`src/rtl/add_sub_pkg.sv`:
```
// -----------------------------------------------------------------------------
// add_sub_pkg
// Shared definitions for the add/subtract cell family and the digit-serial
// add/sub controller.
//   MODE_ADD / MODE_SUB : operation select encoding.
//   state_t             : controller state encoding (ST_IDLE, ST_RUN, ST_DONE).
// -----------------------------------------------------------------------------
package add_sub_pkg;

    localparam logic MODE_ADD = 1'b0;
    localparam logic MODE_SUB = 1'b1;

    typedef enum logic [1:0] {
        ST_IDLE = 2'd0,
        ST_RUN  = 2'd1,
        ST_DONE = 2'd2
    } state_t;

endpackage

```
`src/rtl/full_add_sub_cell.sv`:
```
// -----------------------------------------------------------------------------
// full_add_sub_cell
// One-bit combined full adder / full subtractor.
//   a, b  : operand bits (minuend/addend, subtrahend/addend)
//   c     : carry-in (add) or borrow-in (sub)
//   mode  : MODE_ADD or MODE_SUB
//   s     : sum or difference bit
//   co    : carry-out (add) or borrow-out (sub)
// -----------------------------------------------------------------------------
module full_add_sub_cell
    import add_sub_pkg::*;
(
    input  logic a,
    input  logic b,
    input  logic c,
    input  logic mode,
    output logic s,
    output logic co
);

    logic w_p;

    assign w_p = a ^ b;
    assign s   = w_p ^ c;

    // Borrow propagates when the bits are equal, is generated when a=0,b=1.
    assign co = (mode == MODE_SUB) ? ((~a & b) | (c & ~w_p))
                                   : ((a & b) | (c & w_p));

endmodule

```
`src/rtl/serial_add_sub.sv`:
```
// -----------------------------------------------------------------------------
// serial_add_sub
// Digit-serial adder/subtractor. Operands are captured on an accepted start,
// then DIGIT bits per clock are pushed LSB-first through a ripple chain of
// full_add_sub_cell instances; the carry/borrow is held between digits.
// WIDTH must be >= 2 and a multiple of DIGIT. N = WIDTH/DIGIT cycles per op.
//
// Ports:
//   clk        rising-edge clock
//   rst_n      synchronous active-low reset
//   start      new operation request, accepted in IDLE or DONE
//   op_a/op_b  operands, captured with start
//   mode       0 = add (a+b+cin), 1 = subtract (a-b-bin), captured with start
//   cin_bin    carry-in / borrow-in, captured with start
//   busy       high while the operation is running
//   done       one-cycle pulse when result/flags update
//   result     sum or difference modulo 2^WIDTH
//   cout_bout  carry out of MSB (add) or borrow out (sub)
//   overflow   signed two's-complement overflow
//
// state   | meaning
// --------+-------------------------------------------------------------
// ST_IDLE | waiting for start
// ST_RUN  | one digit processed per clock, N clocks total
// ST_DONE | done pulse; start here chains the next op with no idle gap
// -----------------------------------------------------------------------------
module serial_add_sub
    import add_sub_pkg::*;
#(
    parameter int WIDTH = 8,
    parameter int DIGIT = 1
)
(
    input  logic             clk,
    input  logic             rst_n,
    input  logic             start,
    input  logic [WIDTH-1:0] op_a,
    input  logic [WIDTH-1:0] op_b,
    input  logic             mode,
    input  logic             cin_bin,
    output logic             busy,
    output logic             done,
    output logic [WIDTH-1:0] result,
    output logic             cout_bout,
    output logic             overflow
);

    localparam int N  = WIDTH / DIGIT;
    localparam int CW = (N > 1) ? $clog2(N) : 1;
    localparam logic [CW-1:0] LAST = CW'(N - 1);

    state_t           r_state;
    state_t           w_state_nxt;

    logic [WIDTH-1:0] r_a;
    logic [WIDTH-1:0] r_b;
    logic [WIDTH-1:0] r_res_sh;
    logic [WIDTH-1:0] r_result;
    logic             r_mode;
    logic             r_carry;
    logic             r_cout;
    logic             r_ovf;
    logic [CW-1:0]    r_cnt;

    logic             w_accept;
    logic             w_last;
    logic [DIGIT:0]   w_c;
    logic [DIGIT-1:0] w_sum;
    logic [WIDTH-1:0] w_res_nxt;
    logic             w_a_msb;
    logic             w_b_msb;
    logic             w_r_msb;
    logic             w_ovf;

    assign w_accept = start && ((r_state == ST_IDLE) || (r_state == ST_DONE));
    assign w_last   = (r_state == ST_RUN) && (r_cnt == LAST);

    // Ripple chain over the current digit.
    assign w_c[0] = r_carry;

    for (genvar i = 0; i < DIGIT; i++) begin : g_cell
        full_add_sub_cell u_cell (
            .a    (r_a[i]),
            .b    (r_b[i]),
            .c    (w_c[i]),
            .mode (r_mode),
            .s    (w_sum[i]),
            .co   (w_c[i+1])
        );
    end

    // New digit enters at the MSB end so that after N shifts the LSB digit
    // has walked down to bit 0. Written without part-selects so it also
    // holds for DIGIT == WIDTH.
    assign w_res_nxt = (r_res_sh >> DIGIT) | (WIDTH'(w_sum) << (WIDTH - DIGIT));

    // On the last digit the operand MSBs sit at the top of the low digit.
    assign w_a_msb = r_a[DIGIT-1];
    assign w_b_msb = r_b[DIGIT-1];
    assign w_r_msb = w_sum[DIGIT-1];
    assign w_ovf   = (r_mode == MODE_ADD)
                   ? ((w_a_msb == w_b_msb) && (w_r_msb != w_a_msb))
                   : ((w_a_msb != w_b_msb) && (w_r_msb != w_a_msb));

    always_ff @(posedge clk) begin
        if (!rst_n) begin
            r_state <= ST_IDLE;
        end else begin
            r_state <= w_state_nxt;
        end
    end

    always_comb begin
        w_state_nxt = r_state;
        busy        = 1'b0;
        done        = 1'b0;
        case (r_state)
            ST_IDLE: begin
                if (w_accept) w_state_nxt = ST_RUN;
            end
            ST_RUN: begin
                busy = 1'b1;
                if (w_last) w_state_nxt = ST_DONE;
            end
            ST_DONE: begin
                done        = 1'b1;
                w_state_nxt = w_accept ? ST_RUN : ST_IDLE;
            end
            default: w_state_nxt = ST_IDLE;
        endcase
    end

    always_ff @(posedge clk) begin
        if (!rst_n) begin
            r_a      <= '0;
            r_b      <= '0;
            r_res_sh <= '0;
            r_result <= '0;
            r_mode   <= 1'b0;
            r_carry  <= 1'b0;
            r_cout   <= 1'b0;
            r_ovf    <= 1'b0;
            r_cnt    <= '0;
        end else if (w_accept) begin
            r_a      <= op_a;
            r_b      <= op_b;
            r_mode   <= mode;
            r_carry  <= cin_bin;
            r_res_sh <= '0;
            r_cnt    <= '0;
        end else if (r_state == ST_RUN) begin
            r_a      <= r_a >> DIGIT;
            r_b      <= r_b >> DIGIT;
            r_res_sh <= w_res_nxt;
            r_carry  <= w_c[DIGIT];
            r_cnt    <= r_cnt + CW'(1);
            if (w_last) begin
                r_result <= w_res_nxt;
                r_cout   <= w_c[DIGIT];
                r_ovf    <= w_ovf;
            end
        end
    end

    assign result    = r_result;
    assign cout_bout = r_cout;
    assign overflow  = r_ovf;

endmodule

```
`config.mk`:
```
export PLATFORM = sky130hd
export DESIGN_NAME = serial_add_sub
export DESIGN_NICKNAME = d
export VERILOG_FILES = /design/src/rtl/add_sub_pkg.sv /design/src/rtl/full_add_sub_cell.sv /design/src/rtl/serial_add_sub.sv
export SDC_FILE = /design/constraint.sdc
export NUM_CORES = 1
export LEC_CHECK = 0
export BUFFER_PORTS_ARGS = -buffer_cell sky130_fd_sc_hd__buf_2
export CAP_MARGIN = 25
export CORE_ASPECT_RATIO = 0.9
export CORE_MARGIN = 2
export CORE_UTILIZATION = 40
export CTS_CLUSTER_SIZE = 28
export DETAILED_ROUTE_END_ITERATION = 10
export PLACE_DENSITY = 0.69
export REMOVE_ABC_BUFFERS = 1
export SETUP_SLACK_MARGIN = 0.05
export SLEW_MARGIN = 20
export SYNTH_ARGS = -nofsm -noshare
export SYNTH_HDL_FRONTEND = slang
export SYNTH_SLANG_ARGS = --single-unit
```
`constraint.sdc`:
```
create_clock -name clk -period 2.58 [get_ports clk]
set_clock_uncertainty 0.1 [all_clocks]
set_input_delay 0 -clock clk [delete_from_list [all_inputs] [get_ports clk]]
set_output_delay 0 -clock clk [all_outputs]
set_load 0.05 [all_outputs]
```
# Word level (Yosys, flattened, before mapping)

Cells that the tools add are included.
W data, S select, Z words.

Bitwise logic cells: 13
Equal/unequal tests: 8
Shift-type cells: 0
Multiplexer cells: 14
Reductions and logical operators: 10
Add/subtract/negate cells: 1
$mul: 0
Div/mod/pow operators: 0
Magnitude comparators: 0

Operator list:

| operator              | count |
|---|---|
| $mux W8               | 4 |
| $or A7 B8 Y8          | 1 |
| $mux W1               | 7 |
| $pmux W2 S3           | 1 |
| $and A1 B1 Y1         | 4 |
| $logic_and A1 B1 Y1   | 4 |
| $mux W2               | 2 |
| $ne A2 B2 Y1 const B  | 2 |
| $not A1 Y1            | 4 |
| $add A3 B1 Y3 const B | 1 |
| $eq A3 B3 Y1 const B  | 1 |
| $reduce_and A3 Y1     | 1 |
| $eq A2 B1 Y1 const B  | 1 |
| $eq A2 B2 Y1 const B  | 1 |
| $logic_not A2 Y1      | 1 |
| $ne A1 B1 Y1          | 2 |
| $or A1 B1 Y1          | 2 |
| $reduce_and A2 Y1     | 1 |
| $reduce_bool A2 Y1    | 1 |
| $reduce_or A2 Y1      | 1 |
| $xor A1 B1 Y1         | 2 |
| $eq A1 B1 Y1          | 1 |
| $logic_or A1 B1 Y1    | 1 |

Bits in read-only memories: 0
Memories: 0
Word-level logic and storage cells: 56
Input bits: 21
Latch bits: 0
Bits in registers: 41
Output and inout bits: 12
RAM bits: 0

# Depth between registers and ports, before layout

Depth in word-level cells: 7
Gate-level depth with buffers: 6
Mapped depth without buffers: 5

# Cells and area by module

From an unflattened synthesis, not the netlist that was laid out.

Cell total of the unflattened synthesis: 194
Area total of the unflattened synthesis: 1714.1 sq um

Modules (own cells, without submodules):

| module            | area an instance (sq um) | sequential area each (sq um) | times used | cells each |
|---|---|---|---|---|
| serial_add_sub    | 1652.8                   | 800.8                        | 1          | 188 |
| full_add_sub_cell | 61.3                     | 0.0                          | 1          | 6 |

# Worst setup path before layout

Ideal clock, no wire load.

Path type: register to register
From: register r_b[0]
To: register r_ovf (netlist: overflow)
Stages on the path, launching flop included: 6
Setup time: 61 ps
Data arrival time: 1323 ps
Period minus slack after synthesis: 1484 ps
Buffers on the path: 0
Setup slack: 1096 ps
Data required time: 2419 ps
Path through: dfxtp_1 > inv_1 > fa_1 > xor2_1 > nand4_1 > nand2_1

Longest elaborated chain between the ends: 5
Elaborated cells between the ends (all ways): 8
Those cells by class: eq/ne: 3; mux: 1; bitwise: 2; reduce/logical: 2

RTL lines:

| what                                   | line                                         | text |
|---|---|---|
| start, declared                        | serial_add_sub.sv:56                         | `logic [WIDTH-1:0] r_b;` |
| start signal, assigned                 | serial_add_sub.sv:146                        | `r_b <= op_b;` |
| start signal, assigned                 | serial_add_sub.sv:153                        | `r_b <= r_b >> DIGIT;` |
| $xor A1 B1 Y1 *                        | full_add_sub_cell.sv:23                      | `assign w_p = a ^ b;` |
| $xor A1 B1 Y1 *                        | full_add_sub_cell.sv:24                      | `assign s = w_p ^ c;` |
| named net g_cell[0].u_cell.s           | full_add_sub_cell.sv:17                      | `output logic s,` |
| $ne A1 B1 Y1 *                         | serial_add_sub.sv:102, serial_add_sub.sv:103 |  |
| $logic_and A1 B1 Y1 (on tied branches) | serial_add_sub.sv:102, serial_add_sub.sv:103 |  |
| $mux W1 *                              | serial_add_sub.sv:102                        | `? ((w_a_msb == w_b_msb) && (w_r_msb != w_a_msb))` |
| end signal, assigned                   | serial_add_sub.sv:160                        | `r_ovf <= w_ovf;` |
| end, declared                          | serial_add_sub.sv:62                         | `logic r_ovf;` |

The timed path passes the listed nets; every way through them passes the cells marked *.
A chain may end at the register's enable or synchronous reset.

# Worst setup path in the final report

From: register r_state[0]
To: output busy

Longest elaborated chain between the ends: 2

RTL lines:

| what                   | line                  | text |
|---|---|---|
| start, declared        | serial_add_sub.sv:52  | `state_t r_state;` |
| start signal, assigned | serial_add_sub.sv:109 | `r_state <= w_state_nxt;` |
| $eq A2 B1 Y1           | serial_add_sub.sv:117 | `case (r_state)` |
| $mux W1                | serial_add_sub.sv:117 |  |
| end, declared          | serial_add_sub.sv:41  | `output logic busy,` |

No other way between the ends.

==> out/results.ini <==
[global_routing]
grt_pass1_vias = 1294
grt_use_total_pct = 15.0
grt_pass1_wl_um = 5700
antenna_found_initial = 0
grt_max_degree = 33
grt_overflow = 0

[hold_path]
worstHoldPathType = primary input to flop
holdPathStages = 3
min_from = rst_n

[pwr]
power_leakage_nw = 0.854
power_w = 0.00123
irDropWorstVdd_mv = 0.285
p_per_area_mw_per_mm2 = 561

[sta]
fin_crit_ns = 1.64
worstMarginPinSlew_ns = 0.649
post-route-period-util_pct = 63.7
relSlewSlack_pct = 56.5
max_freq_mhz = 608
hold_viol = 0
final.setup.tns_ns = 0
rsz0062_at_grt = no
drv_slew = 0
setup_violations = 0

[logic_synthesis]
syn_area_mm2 = 0.00179
synthArstFlopShare_pct = 0
synthCells = 193
ys_types = 36
ys_ff_latch = 40
ys.warnings.count = 0
ys.flop_type = dfxtp_1
synth_edf_count = 0
syn_area_per_cell_um2 = 9.27
ys_seq_area_share_pct = 44.8

[routing]
first_pass_iters = 4
vias_per_cell = 4.73
drtAntennaViolNets = 0
route.detailed.drc = 0
vias = 1424
wl_per_cell_um = 11.3
drt_wl_total_um = 3420
drt_iter0_markers = 79

[clock_tree]
insertion_delay_ns = 0.29
cts_root_buffer = clkbuf_8
clk_path_buf_depth = 2
htreeDepth = 2
cts.clk_slew.worst_paths_ns = 0.07
cts_tree = done
clock_sinks = 40
cts-buffers-inserted = 5
post-cts-setup-buffer-count = 0

[cells_and_area]
final_util_pct = 50.3
fin_area_mm2 = 0.00220
antenna_cells = 0
synthToLayoutAreaGrowth_pct = 23.1
num-fill-cells = 450
drive_above_1_share_pct = 26.4
final_nets = 265

[worst_setup_path]
crit_family = buffers and inverters
cp_max_fo = 25
crit_path_top_delay_cell = dfxtp_1
crit-reg2reg-capture = overflow$_SDFFE_PN0P_
r2r_slack_ns = 0.99
cp.buffers_inverters = 2
cpPeakStageDelay_ns = 0.46
required_ns = 2.48
cp-endpoint = busy
cp_cell_sequence = nand2b_2 -> inv_2 -> buf_2
regToRegStartpoint = r_b[0]$_SDFFE_PN0P_
reg2regPathDepth = 5
critPathKind = flop to primary output
cp-start-kind = flop
arrival_ns = 1.54
setup.worst_path.start = r_state[0]$_SDFFE_PN0P_
critPathCaptureType = primary output
path_depth = 3

[floorplan]
ios = 33
die_w_um = 74.5
placementRows = 23
fp.dieH_um = 67.5
core_area_mm2 = 0.00437
dieArea_mm2 = 0.00503
initial_core_util_pct = 40.9

[run_status]
outcome = completed

[placement]
gp_congestion = 0.701
dpl_cell_area_mm2 = 0.00194
portBuffers = 32
hpwl_um = 2140

[job]
drv_cap = 0

-- layout make-up --
type	count	area, um2	area share [%]
Multi-Input combinational cell	137	883	40.1
Sequential cell	40	801	36.4
Timing Repair Buffer	51	348	15.8
Tap cell	62	77.6	3.52
Clock buffer	6	72.6	3.30
Inverter	4	15.0	0.682
Clock inverter	1	5.00	0.227
-- worst min-delay path: cells and delay by family --
kind                   cells  cell delay, ns
AND/OR/NAND/NOR            1            0.13
buffers and inverters      1            0.30
AO/OA/AOI/OAI              1            0.04
-- worst min path at each step --
stage | to | slack [ns]
6_report | r_b[7]$_SDFFE_PN0P_ | 0.14
5_1_grt | r_a[6]$_SDFFE_PN0P_ | 0.17
4_1_cts | r_b[7]$_SDFFE_PN0P_ | 0.13
3_5_place_dp | r_b[7]$_SDFFE_PN0P_ | 0.15
3_3_place_gp | r_b[7]$_SDFFE_PN0P_ | 0.14
2_1_floorplan | r_b[7]$_SDFFE_PN0P_ | 0.02
-- cells in the mapped netlist (all sizes together) (3+ instances only) --
| cell type | count | area share [%] |
|---|---|---|
| a21boi | 13 | 5.5 |
| a21oi | 10 | 4.7 |
| a22oi | 3 | 1.3 |
| a31oi | 4 | 1.4 |
| buf | 8 | 4.0 |
| clkbuf | 4 | 1.0 |
| dfxtp | 40 | 45 |
| ha | 3 | 2.1 |
| inv | 4 | 0.84 |
| nand2 | 50 | 11 |
| nand3 | 5 | 1.4 |
| nor2 | 10 | 2.1 |
| nor2b | 3 | 1.2 |
| nor3 | 9 | 2.5 |
| o21ai | 4 | 1.1 |
| o221ai | 8 | 6.7 |
-- registers in the layout, summed over array words and instances, names as in the netlist, 2 cells and up --
signal,flops
r_a,8
r_b,8
r_cnt,3
r_res_sh,7
r_state,2
result,8
-- what timing repair did --
action	in CTS	in global routing
setup endpoints to repair	0	0
gates resized for setup	0	0
hold buffers	18	0
hold endpoints to repair	18	0
-- metal layers --
layer / up-vias / global-route usage (%) / part of all wire, %
li1: 743 / - / -
met1: 649 / 18.6 / 48
met2: 25 / 24.2 / 46
met3: 7 / 4.03 / 4.0
met4: 0 / 6.70 / 1.8
met5: - / 0 / 0
-- placed cells by master, fill, tap and decap left out, drive strengths merged --
cell type	netlist	final
nand3b	1	1
nor2b	3	3
ha	3	3
dlygate4sd3	0	18
inv	4	4
buf	8	33
nor3b	1	1
o221ai	8	8
a31oi	4	4
clkbuf	4	6
and2b	1	1
o31ai	1	1
nand4	1	1
clkinv	0	1
xor2	2	2
nor3	9	9
dfxtp	40	40
and3b	1	1
nand2b	2	2
o21ai	4	4
fa	2	2
and2	2	2
a22oi	3	3
a21oi	10	10
a21boi	13	13
nand2	50	50
xnor2	1	1
nand3	5	5
nor2	10	10
-- power by group --
part / switching, W / leakage, nW / internal [W]
sequential: 0.0000226 / 0.326 / 0.000646
clock: 0.000206 / 0.0410 / 0.000184
combinational: 0.0000966 / 0.487 / 0.0000801
-- metrics by stage --
| step | hold slack, ns | setup slack (ns) | instances |
|---|---|---|---|
| finish | 0.139 | 0.936 | 301 |
| global placement | 0.141 | 1.05 | 276 |
| floorplan | 0.0161 | 0.913 | 181 |
| CTS | 0.128 | 0.909 | 301 |
| detailed placement | 0.145 | 0.993 | 276 |
| global route | 0.175 | 0.803 | 301 |
-- cell families (layout without fill, tap and decap cells) --
kind of cell / Yosys count / in the layout / share of synthesized area [%]
simple gates: 86 / 86 / 22.5
flops: 40 / 40 / 44.8
buf+inv: 16 / 62 / 5.87
fa+ha+maj: 5 / 5 / 4.34
compound gates: 43 / 43 / 21.0
xor+xnor: 3 / 3 / 1.47
Power figures use the tool's default switching activity.
